$ cat config.mk
export PLATFORM = sky130hd
export DESIGN_NAME = btn_conditioner
export DESIGN_NICKNAME = d
export VERILOG_FILES = /design/src/rtl/btn_conditioner_pkg.sv /design/src/rtl/btn_channel.sv /design/src/rtl/btn_conditioner.sv
export SDC_FILE = /design/constraint.sdc
export NUM_CORES = 1
export LEC_CHECK = 0
export ABC_AREA = 0
export BUFFER_PORTS_ARGS = -buffer_cell sky130_fd_sc_hd__clkbuf_2
export CAP_MARGIN = 20
export CORE_MARGIN = 3
export CORE_UTILIZATION = 50
export CTS_CLUSTER_SIZE = 16
export DETAILED_ROUTE_END_ITERATION = 6
export PLACE_DENSITY = 0.69
export SYNTH_ARGS = -nofsm -noshare
export SYNTH_HDL_FRONTEND = slang
export SYNTH_SLANG_ARGS = --single-unit
$ cat constraint.sdc
create_clock -name clk -period 2.5 [get_ports clk]
set_input_delay 0.125 -clock clk [delete_from_list [all_inputs] [get_ports clk]]
set_output_delay 0.125 -clock clk [all_outputs]
set_load 0.01 [all_outputs]
$ cat src/rtl/btn_conditioner_pkg.sv
// Shared types and default timing constants for the button conditioner.
// Build option: BTN_AUTOREPEAT_EN enables hold-to-auto-repeat.
package btn_conditioner_pkg;

    typedef enum logic [2:0] {
        IDLE      = 3'd0,
        PRESS_CHK = 3'd1,
        HELD      = 3'd2,
        REPEAT    = 3'd3,
        REL_CHK   = 3'd4
    } btn_state_e;

    localparam int TICK_DIV_DEF     = 1000;
    localparam int DEB_TICKS_DEF    = 16;
    localparam int REPEAT_DELAY_DEF = 500;
    localparam int REPEAT_RATE_DEF  = 100;

    function automatic int max3(input int a, input int b, input int c);
        int m;
        m = (a > b) ? a : b;
        return (m > c) ? m : c;
    endfunction

endpackage

$ cat src/rtl/btn_channel.sv
// One button: 2-flop synchroniser, debounce/repeat FSM with a saturating tick counter.
// Build option: BTN_AUTOREPEAT_EN adds the REPEAT state.
module btn_channel
    import btn_conditioner_pkg::*;
#(
    parameter int DEB_TICKS    = DEB_TICKS_DEF,
    parameter int REPEAT_DELAY = REPEAT_DELAY_DEF,
    parameter int REPEAT_RATE  = REPEAT_RATE_DEF,
    parameter int CNT_W        = 10
) (
    input  logic clk,
    input  logic reset,
    input  logic btn_in,
    input  logic tick,
    output logic btn_pulse,
    output logic btn_level
);

    // Ceiling is the largest value any compare needs, so the counter never wraps.
    localparam logic [CNT_W-1:0] CNT_MAX = CNT_W'(max3(DEB_TICKS, REPEAT_DELAY, REPEAT_RATE));

    logic             sync1_q, sync2_q, s_btn;
    btn_state_e       state_q, state_d;
    logic [CNT_W-1:0] cnt_q, cnt_d, cnt_inc;
    logic             pulse_q, pulse_d;
    logic             level_q, level_d;

    assign s_btn = sync2_q;

    always_comb begin
        state_d = state_q;
        cnt_d   = cnt_q;
        pulse_d = 1'b0;
        level_d = level_q;
        cnt_inc = (cnt_q == CNT_MAX) ? cnt_q : cnt_q + 1'b1;
        case (state_q)
            IDLE: begin
                level_d = 1'b0;
                if (s_btn) begin
                    cnt_d   = '0;
                    state_d = PRESS_CHK;
                end
            end
            PRESS_CHK: begin
                if (!s_btn) begin
                    state_d = IDLE;
                end else if (tick) begin
                    if (cnt_inc == CNT_W'(DEB_TICKS)) begin
                        state_d = HELD;
                        level_d = 1'b1;
                        pulse_d = 1'b1;
                        cnt_d   = '0;
                    end else begin
                        cnt_d = cnt_inc;
                    end
                end
            end
            HELD: begin
                if (!s_btn) begin
                    cnt_d   = '0;
                    state_d = REL_CHK;
                end else if (tick) begin
`ifdef BTN_AUTOREPEAT_EN
                    if (cnt_inc == CNT_W'(REPEAT_DELAY)) begin
                        pulse_d = 1'b1;
                        cnt_d   = '0;
                        state_d = REPEAT;
                    end else begin
                        cnt_d = cnt_inc;
                    end
`else
                    cnt_d = cnt_inc;
`endif
                end
            end
`ifdef BTN_AUTOREPEAT_EN
            REPEAT: begin
                if (!s_btn) begin
                    cnt_d   = '0;
                    state_d = REL_CHK;
                end else if (tick) begin
                    if (cnt_inc == CNT_W'(REPEAT_RATE)) begin
                        pulse_d = 1'b1;
                        cnt_d   = '0;
                    end else begin
                        cnt_d = cnt_inc;
                    end
                end
            end
`endif
            REL_CHK: begin
                // A bounce back to pressed restarts the repeat delay without a pulse.
                if (s_btn) begin
                    cnt_d   = '0;
                    state_d = HELD;
                end else if (tick) begin
                    if (cnt_inc == CNT_W'(DEB_TICKS)) begin
                        state_d = IDLE;
                        level_d = 1'b0;
                        cnt_d   = '0;
                    end else begin
                        cnt_d = cnt_inc;
                    end
                end
            end
            default: begin
                state_d = IDLE;
                cnt_d   = '0;
                level_d = 1'b0;
            end
        endcase
    end

    always_ff @(posedge clk or posedge reset) begin
        if (reset) begin
            sync1_q <= 1'b0;
            sync2_q <= 1'b0;
            state_q <= IDLE;
            cnt_q   <= '0;
            pulse_q <= 1'b0;
            level_q <= 1'b0;
        end else begin
            sync1_q <= btn_in;
            sync2_q <= sync1_q;
            state_q <= state_d;
            cnt_q   <= cnt_d;
            pulse_q <= pulse_d;
            level_q <= level_d;
        end
    end

    assign btn_pulse = pulse_q;
    assign btn_level = level_q;

endmodule

$ cat src/rtl/btn_conditioner.sv
// Shared tick prescaler feeding DIGITS independent button channels.
// Build option: BTN_AUTOREPEAT_EN enables hold-to-auto-repeat in every channel.
module btn_conditioner
    import btn_conditioner_pkg::*;
#(
    parameter int DIGITS       = 2,
    parameter int TICK_DIV     = TICK_DIV_DEF,
    parameter int TICK_W       = 10,
    parameter int DEB_TICKS    = DEB_TICKS_DEF,
    parameter int REPEAT_DELAY = REPEAT_DELAY_DEF,
    parameter int REPEAT_RATE  = REPEAT_RATE_DEF,
    parameter int CNT_W        = 10
) (
    input  logic              clk,
    input  logic              reset,
    input  logic [DIGITS-1:0] btn_in,
    output logic [DIGITS-1:0] btn_pulse,
    output logic [DIGITS-1:0] btn_level,
    output logic              tick_out
);

    logic [TICK_W-1:0] pre_q, pre_d;
    logic              tick;

    assign tick  = (pre_q == TICK_W'(TICK_DIV - 1));
    assign pre_d = tick ? '0 : pre_q + 1'b1;

    always_ff @(posedge clk or posedge reset) begin
        if (reset) pre_q <= '0;
        else       pre_q <= pre_d;
    end

    assign tick_out = tick;

    for (genvar g = 0; g < DIGITS; g++) begin : g_ch
        btn_channel #(
            .DEB_TICKS   (DEB_TICKS),
            .REPEAT_DELAY(REPEAT_DELAY),
            .REPEAT_RATE (REPEAT_RATE),
            .CNT_W       (CNT_W)
        ) u_ch (
            .clk      (clk),
            .reset    (reset),
            .btn_in   (btn_in[g]),
            .tick     (tick),
            .btn_pulse(btn_pulse[g]),
            .btn_level(btn_level[g])
        );
    end

endmodule

==> reports/summary.txt, run 1 <==
Initial Util = 0.520
Number of remaining DRC errors = 0
Crit path required time = 2680 ps
Synthesized area per cell = 8.68 sq um
Largest net degree at the start of global routing = 45
Aggregate global-route resource usage = 0.206
Arrival @ worst endpoint = 2640 ps
Detail Route Antenna Nets = 0
I/O Buffers = 8
Post-synth EDFFs = 0
Share of cells above drive strength 1 = 0.164
Synth async-reset ratio = 1.00
Slew HR = 0.389
Crit Path Category = flip-flop to flip-flop
Fin. Hold Viols = 0
Crit path launch type = flip-flop
Register area share after synthesis = 0.382
Synth Register Bits = 44
Core Box Area = 0.00554 sq mm
Clock sinks = 44
Post-layout power = 1320 uW
Outcome = completed
Placed insts = 415
Cell Area, Synth = 0.00288 sq mm
Hold WS = 10.0 ps
Final period util = 0.985
Root buffer selected by CTS = clkbuf_8
Primary FF master, synth = dfrtp_1
Max-Cap Viols = 0
Dpl hpwl = 4450 um
Synth warnings = 0
Hold Crit Class = input port to async pin
Final setup vio count = 0
PwrDens = 405 mW/mm^2
Netlist cell types = 61
Crit end category = flip-flop
Pre-CTS WS = 34.0 ps
Fin worst setup slack = 36.6 ps
CTS tree = yes
Worst slew pin tran = 915 ps
Global-route wire length before repair = 10,800 um
Clock Tree Buf Depth = 2
Syn Nets = 341
P_leak = 0.00134 uW
Fmax = 0.406 GHz
GR Overflow Total = 0
Worst-path clk slew = 90 ps
Post-synth top area share = 0.382
Layout fillers = 484
Multi-input combinational cell area = 0.00167 sq mm
Cell count after synthesis = 332
# H-tree levels = 2
Max IR drop VDD = 0.000348 V
Largest cells by area after synthesis = dfrtp_1 (38%), nor2_1 (4.7%), nand2_1 (3.9%), o21ai_0 (3.5%), nand3_1 (2.8%)
Final max-slew violation count = 0
Routed WL = 6190 um
Area Overhead vs Synth = 13.1%
Final net count = 362
DR pass1 iterations = 5
Register Area = 0.00110 sq mm
Cell Rows = 27
Crit path max fanout = 6
Routed len/inst = 14.5 um
Die X = 81.9 um
Clock buffer count from CTS = 5
Biggest area consumer among synthesized cells = dfrtp_1
Post-Layout Cell Count = 426
Via count = 2,486
Ant diodes = 0
Via density = 5.84
Chip height = 81.9 um
Tmin final = 2460 ps
I/O pins = 9
Vias in the first global route = 2,294
Skew final = 8.98 ps
DRT iter0 DRCs = 242
Placer Congestion = 0.871
Worst skew pair latency = 290 ps
Initial antenna violation count = 0
Die Area = 0.00671 sq mm
RSZ-0062 raised after global routing = true
-- kinds of logic after synthesis --
kind of cell,share of synthesized area
compound gates,0.234
xor+xnor,0.0426
fa+ha+maj,0.0217
buf+inv,0.0578
flops,0.382
simple gates,0.261
-- what timing repair did --
item | 4_1_cts | 5_1_grt
setup endpoints to repair | 0 | 11
buffers inserted | 0 | 1
resized for setup | 0 | 6
hold buffers | 2 | 0
hold endpoints to repair | 2 | 0
-- through the flow --
stage                     TNS, ps  utilization  instance area, sq um
after floorplan             -24.6            -                  2910
after global placement          0        0.558                  3090
after detailed placement        0        0.558                  3090
after CTS                       0        0.581                  3220
after global routing        -64.6        0.588                  3260
final                           0        0.588                  3260
-- Yosys cell counts, types with 7 or more instances --
cell type,count
nand2b_1,7
o21ai_0,20
dfrtp_1,44
nor3_1,11
o21a_1,7
nor2_1,36
and3_1,10
nand2_1,30
clkbuf_1,8
xor2_1,9
nand3_1,16
inv_1,13
a21oi_1,9
-- worst max-delay path: stages, from the launching register on --
cell       delay (ps)
dfrtp_2           460
ha_4              170
and3_1            180
and3_4            190
or3_4             350
a2111oi_4         360
o21bai_4          200
a211oi_1           90
or3_1             340
-- area by class of cell --
type,instances,share of cell area
clock buffers,6,0.0223
clock inverters,2,0.0108
inverters,14,0.0200
multi-input cells,256,0.512
flip-flops and latches,44,0.339
well taps,72,0.0276
repair buffers,32,0.0691
-- state kept, by name (all words and copies together) (netlist names) --
register,flops
g_ch.u_ch.btn_level,2
g_ch.u_ch.btn_pulse,2
g_ch.u_ch.cnt_q,20
g_ch.u_ch.s_btn,2
g_ch.u_ch.state_q,6
g_ch.u_ch.sync1_q,2
pre_q,10
-- per-layer routing --
metal  global-route usage  part of all wire  vias to the layer above
li1                     -                 -                     1255
met1                0.307              0.49                     1170
met2                0.309              0.46                       55
met3               0.0307             0.040                        6
met4               0.0615             0.011                        0
met5                    0                 0                        -
-- cells in the final DEF, fill, tap and decap left out, types with 4 or more instances in the layout --
| master | instances |
|---|---|
| ha_1 | 4 |
| nor2_1 | 36 |
| clkbuf_2 | 8 |
| inv_1 | 12 |
| o21a_1 | 7 |
| o211ai_1 | 4 |
| and2_1 | 6 |
| xnor2_1 | 4 |
| nand3_1 | 16 |
| or3_1 | 5 |
| o31ai_1 | 6 |
| buf_4 | 22 |
| nand4b_1 | 5 |
| nor3_1 | 11 |
| xor2_1 | 9 |
| nand2b_1 | 7 |
| nand2_1 | 30 |
| clkbuf_8 | 5 |
| dfrtp_1 | 42 |
| nor2b_1 | 4 |
| o21ai_0 | 20 |
| a21oi_1 | 9 |
| and3_1 | 9 |
-- final timing paths --
| check | from | endpoint | slack (ps) | cells past startpoint |
|---|---|---|---|---|
| setup / recovery | g_ch[0].u_ch.cnt_q[0]$_DFFE_PP0P_ | g_ch[0].u_ch.cnt_q[0]$_DFFE_PP0P_ | 40 | 8 |
| hold / removal | reset | g_ch[0].u_ch.cnt_q[8]$_DFFE_PP0P_ | 10 | 2 |
| setup reg to reg | g_ch[0].u_ch.cnt_q[0]$_DFFE_PP0P_ | g_ch[0].u_ch.cnt_q[0]$_DFFE_PP0P_ | 40 | 8 |
| min in group clk | g_ch[1].u_ch.sync1_q$_DFF_PP0_ | g_ch[1].u_ch.s_btn$_DFF_PP0_ | 350 | 0 |
| max in group asynchronous | reset | g_ch[0].u_ch.cnt_q[0]$_DFFE_PP0P_ | 1860 | 2 |
| hold reg to reg | g_ch[1].u_ch.sync1_q$_DFF_PP0_ | g_ch[1].u_ch.s_btn$_DFF_PP0_ | 350 | 0 |
-- report_power, final --
part / leakage, uW / internal, uW / switching, uW
logic: 0.000704 / 17.8 / 35.6
clock network: 0.0000552 / 297 / 246
registers: 0.000583 / 716 / 8.34
Note: power is estimated with default switching activity, not from simulation.
==> inputs of run 2 (changes only) <==
--- a/config.mk
+++ b/config.mk
@@ -12,7 +12,7 @@
 export CORE_UTILIZATION = 50
 export CTS_CLUSTER_SIZE = 16
 export DETAILED_ROUTE_END_ITERATION = 6
-export PLACE_DENSITY = 0.69
+export PLACE_DENSITY = 0.66
 export SYNTH_ARGS = -nofsm -noshare
 export SYNTH_HDL_FRONTEND = slang
 export SYNTH_SLANG_ARGS = --single-unit
==> constraint.sdc (replaced) <==
create_clock -name clk -period 2.8 [get_ports clk]
set_input_delay 0.14 -clock clk [delete_from_list [all_inputs] [get_ports clk]]
set_output_delay 0.14 -clock clk [all_outputs]
set_load 0.01 [all_outputs]
==> run 2 against run 1 <==
Against the previous run: sequential share of layout area increased by 1.6 points; largest cell class unchanged; critical endpoint unchanged; register-to-register slack improved by 100 ps; non-clock buffer count decreased by 15.
==> reports/summary.txt, run 2 (synthesized netlist as in run 1, its figures left out) <==
Outcome = completed
I/O Buffers = 8
Hold Crit Class = input port to async pin
Slew HR = 0.383
Max incr delay on CP = 510 ps
Final net count = 347
Core Box Area = 0.00554 sq mm
Crit path required time = 3050 ps
Worst-path clk slew = 90 ps
Max IR drop VDD = 0.000379 V
Most frequent cells in the layout = dfrtp_1 (44), nor2_1 (36), nand2_1 (30)
Setup TNS = 0 ps
CTS tree = yes
P_leak = 0.00127 uW
Post-layout power = 1190 uW
Critical Path Sink = g_ch[0].u_ch.cnt_q[0]$_DFFE_PP0P_
Dpl hpwl = 4280 um
Global-route wire length before repair = 10,100 um
Routed len/inst = 14.9 um
Clock sinks = 44
DR pass1 iterations = 4
Tmin final = 2660 ps
Crit end category = flip-flop
Routed WL = 6120 um
Clock buffer count from CTS = 5
Final setup vio count = 0
PwrDens = 382 mW/mm^2
Die Area = 0.00671 sq mm
Largest registers = g_ch.u_ch.cnt_q (20), pre_q (10), g_ch.u_ch.state_q (6)
Worst skew pair latency = 300 ps
Clock Tree Buf Depth = 2
Max-Cap Viols = 0
Number of remaining DRC errors = 0
CP cell instances = inv_1 > ha_1 > nand4b_1 > or3_1 > a41oi_2 > a2111oi_4 > o21bai_4 > a2111oi_1 > or3_1
Largest net degree at the start of global routing = 45
Via density = 5.96
Beginning of the critical path = g_ch[0].u_ch.cnt_q[0]$_DFFE_PP0P_
Commonest non-fill, non-tap cell in the layout = dfrtp_1
# H-tree levels = 2
Crit Reg-Reg Startpoint = g_ch[0].u_ch.cnt_q[0]$_DFFE_PP0P_
Most frequent CP cell = or3_1
Largest register FFs = 20
Final core utilization = 0.561
Fmax = 0.376 GHz
FF-to-FF End = g_ch[0].u_ch.cnt_q[0]$_DFFE_PP0P_
Chip height = 81.9 um
Setup bufs post-CTS = 0
Die X = 81.9 um
Share of cells above drive strength 1 = 0.106
Worst R2R Setup Slack = 140 ps
Worst slew pin tran = 924 ps
Crit path launch type = flip-flop
Detail Route Antenna Nets = 0
DRT iter0 DRCs = 129
Hold WS = 28.4 ps
Skew final = 8.78 ps
Reg with most FFs = g_ch.u_ch.cnt_q
Top sig layer = met4
Cell Rows = 27
Crit Path Category = flip-flop to flip-flop
Via count = 2,449
Area Overhead vs Synth = 7.86%
Crit path max fanout = 8
Root buffer selected by CTS = clkbuf_8
GR Overflow Total = 0
I/O pins = 9
Arrival @ worst endpoint = 2900 ps
Met1 WL = 3150 um
Initial antenna violation count = 0
Final max-slew violation count = 0
Aggregate global-route resource usage = 0.191
Final period util = 0.950
Ant diodes = 0
Met3 wire length = 214 um
Worst Reg2Reg Path Length in Cells = 9
Wire length on met2 = 2690 um
Placer Congestion = 0.850
Fin. Hold Viols = 0
Initial Util = 0.520
Vias in the first global route = 2,209
Slowest cell on crit path = or3_1
run 2: critical path, delay by kind of cell (launching register included):
kind | cells | cell delay [ps]
flip-flops | 1 | 490
buffers and inverters | 1 | 140
AND/OR/NAND/NOR | 3 | 880
adder cells (fa/ha/maj) | 1 | 160
AO/OA/AOI/OAI | 4 | 930
run 2: area by class of cell:
cell class | instances | area [sq um]
Timing Repair Buffer | 17 | 113
Multi-Input combinational cell | 256 | 1630
Clock buffer | 6 | 72.6
Inverter | 14 | 65.1
Clock inverter | 2 | 35.0
Fill cell | 516 | 2430
Sequential cell | 44 | 1100
Tap cell | 72 | 90.1
run 2: how the worst min path moves through the flow:
stage          cells after the start       from                             end  slack [ps]
5_1_grt                            2      reset              pre_q[5]$_DFF_PP0_         100
6_report                           2      reset              pre_q[5]$_DFF_PP0_          30
3_3_place_gp                       1  btn_in[0]  g_ch[0].u_ch.sync1_q$_DFF_PP0_         250
2_1_floorplan                      0  btn_in[0]  g_ch[0].u_ch.sync1_q$_DFF_PP0_         170
4_1_cts                            2      reset              pre_q[3]$_DFF_PP0_          70
3_5_place_dp                       1  btn_in[0]  g_ch[0].u_ch.sync1_q$_DFF_PP0_         250
run 2: metal layers:
layer	up-vias	track usage
met5	-	0
met4	0	0.0532
met3	6	0.0406
met2	43	0.301
met1	1178	0.264
li1	1222	-
run 2: metrics by stage:
| step | instance area, sq um | worst slack [ps] | std cells |
|---|---|---|---|
| finish | 3110 | 141 | 411 |
| global route | 3110 | -33.6 | 411 |
| CTS | 3090 | 143 | 411 |
| detailed placement | 2960 | 174 | 401 |
| global placement | 2960 | 211 | 401 |
| floorplan | 2880 | 193 | 332 |
run 2: repair_timing:
item,CTS,global route
hold endpoints to repair,2,0
gates resized for setup,0,4
endpoints found under the setup margin,0,2
hold buffers,2,0
run 2: where the power goes:
| part | switching, uW | internal (uW) |
|---|---|---|
| Clock | 229 | 265 |
| Sequential | 7.66 | 639 |
| Combinational | 31.9 | 15.5 |
| Total | 268 | 920 |
==> inputs of run 3 (changes only) <==
--- a/config.mk
+++ b/config.mk
@@ -13,6 +13,7 @@
 export CTS_CLUSTER_SIZE = 16
 export DETAILED_ROUTE_END_ITERATION = 6
 export PLACE_DENSITY = 0.66
+export REMOVE_ABC_BUFFERS = 1
 export SYNTH_ARGS = -nofsm -noshare
 export SYNTH_HDL_FRONTEND = slang
 export SYNTH_SLANG_ARGS = --single-unit
==> run 3 against run 2 <==
Against the previous run: sequential share of layout area shrank 0.14 points; register-to-register slack improved by 50 ps; worst setup slack improved by 49 ps; clock power rose by 16%; core utilization up 0.23 points; power rose by 6.6%.
==> reports/summary.txt, run 3 (synthesized netlist as in run 1, its figures left out) <==
Worst-path clk slew = 80 ps
Largest net degree at the start of global routing = 45
DP Area = 0.00296 sq mm
CP cell instances = nand3_1 > nor4_1 > o22ai_1 > a2111oi_4 > o21bai_4 > a211oi_1 > or3_1
Largest registers = g_ch.u_ch.cnt_q (20), pre_q (10), g_ch.u_ch.state_q (6)
Internal power = 1010 uW
Placer Congestion = 0.846
Share of cells above drive strength 1 = 0.104
Wire length on met2 = 2730 um
P_leak = 0.00128 uW
Vias in the first global route = 2,255
Skew final = 4.93 ps
Met1 WL = 3060 um
Final setup vio count = 0
Setup TNS = 0 ps
Initial Util = 0.520
Aggregate global-route resource usage = 0.199
Crit end category = flip-flop
Worst skew pair latency = 300 ps
Outcome = completed
CP top delay family = simple AND/OR/NAND/NOR gates
Top sig layer = met4
Max incr delay on CP = 530 ps
Multi-input combinational cell area = 0.00162 sq mm
Crit path max fanout = 10
DR pass1 iterations = 4
Fmax = 0.383 GHz
Slowest cell on crit path = dfrtp_1
# H-tree levels = 2
Chip height = 81.9 um
Crit path launch type = flip-flop
Root buffer selected by CTS = clkbuf_8
PwrDens = 406 mW/mm^2
Met3 wire length = 170 um
Worst slew pin tran = 928 ps
I/O pins = 9
Crit Path Category = flip-flop to flip-flop
Clock sinks = 44
Slew HR = 0.380
Largest register FFs = 20
Commonest non-fill, non-tap cell in the layout = dfrtp_1
Design area = 0.00312 sq mm
Core Box Area = 0.00554 sq mm
Layout fillers = 513
Area Overhead vs Synth = 8.29%
Tmin final = 2610 ps
Cell Rows = 27
Hold Crit Class = input port to async pin
Detail Route Antenna Nets = 0
Max-Cap Viols = 0
DRT iter0 DRCs = 109
RSZ-0062 raised after global routing = false
Bufs and invs on worst path = 0
Sw Ratio = 0.206
Switch Pwr = 260 uW
Clock buffer count from CTS = 5
Via count = 2,424
Via density = 5.91
Clk pwr share = 0.452
Final period util = 0.932
Register Area = 0.00110 sq mm
Routed WL = 6060 um
Reg with most FFs = g_ch.u_ch.cnt_q
Post-Layout Cell Count = 410
I/O Buffers = 8
Dpl hpwl = 4250 um
Final max-slew violation count = 0
Crit path required time = 2980 ps
Number of remaining DRC errors = 0
Ant diodes = 0
Arrival @ worst endpoint = 2790 ps
Die X = 81.9 um
Global-route wire length before repair = 10,400 um
Placed insts = 401
GR Overflow Total = 0
Most frequent cells in the layout = dfrtp_1 (44), nor2_1 (36), nand2_1 (30)
Routed len/inst = 14.8 um
Die Area = 0.00671 sq mm
CTS tree = yes
Final net count = 347
Hold WS = 29.7 ps
Clock Tree Buf Depth = 2
Max IR drop VDD = 0.000267 V
Worst R2R Setup Slack = 190 ps
Fin. Hold Viols = 0
Initial antenna violation count = 0
Sequential Power Share = 0.511
Gate power share = 0.037
-- run 3: worst register-to-register path, stage by stage, from the launching register on --
cell and delay, ps:
dfrtp_1 530, nand3_1 240, nor4_1 510, o22ai_1 200, a2111oi_4 380, o21bai_4 210, a211oi_1 90, or3_1 340
-- run 3: final cells by class --
| class | count | area share |
|---|---|---|
| Clock buffer | 5 | 0.0221 |
| Clock inverter | 2 | 0.0192 |
| Inverter | 14 | 0.0209 |
| Multi-Input combinational cell | 256 | 0.520 |
| Sequential cell | 44 | 0.353 |
| Tap cell | 72 | 0.0289 |
| Timing Repair Buffer | 17 | 0.0361 |
-- run 3: through the flow --
step,utilization,power [uW],worst slack [ps]
2_1_floorplan,-,690,193
3_3_place_gp,0.535,705,206
3_5_place_dp,0.535,705,161
4_1_cts,0.562,1280,131
5_1_grt,0.563,1310,10.4
6_report,0.563,1270,190
-- run 3: path summary, 6_finish.rpt --
check / start / end / depth (start not counted)
max in group asynchronous: reset / g_ch[0].u_ch.cnt_q[0]$_DFFE_PP0P_ / 2
min reg2reg: g_ch[0].u_ch.sync1_q$_DFF_PP0_ / g_ch[0].u_ch.s_btn$_DFF_PP0_ / 0
max: g_ch[0].u_ch.cnt_q[3]$_DFFE_PP0P_ / g_ch[0].u_ch.cnt_q[0]$_DFFE_PP0P_ / 7
max reg2reg: g_ch[0].u_ch.cnt_q[3]$_DFFE_PP0P_ / g_ch[0].u_ch.cnt_q[0]$_DFFE_PP0P_ / 7
min in group clk: g_ch[0].u_ch.sync1_q$_DFF_PP0_ / g_ch[0].u_ch.s_btn$_DFF_PP0_ / 0
min: reset / pre_q[5]$_DFF_PP0_ / 2
-- run 3: per-layer routing --
layer | up-vias | track usage
met5 | - | 0
met4 | 0 | 0.0615
met3 | 10 | 0.0384
met2 | 36 | 0.315
met1 | 1157 | 0.273
li1 | 1221 | -
-- run 3: power groups by stage --
stage               Combinational [uW]  Clock [uW]  Sequential [uW]
global route                      53.9         611              648
CTS                               48.3         587              647
finish                            47.4         572              647
floorplan                         32.9           0              657
global placement                  45.5           0              659
detailed placement                46.1           0              659
-- run 3: timing repair --
item	in CTS	in global routing
buffers inserted	0	0
hold endpoints to repair	2	0
resized for setup	0	2
setup endpoints to repair	0	1
hold buffers	2	0
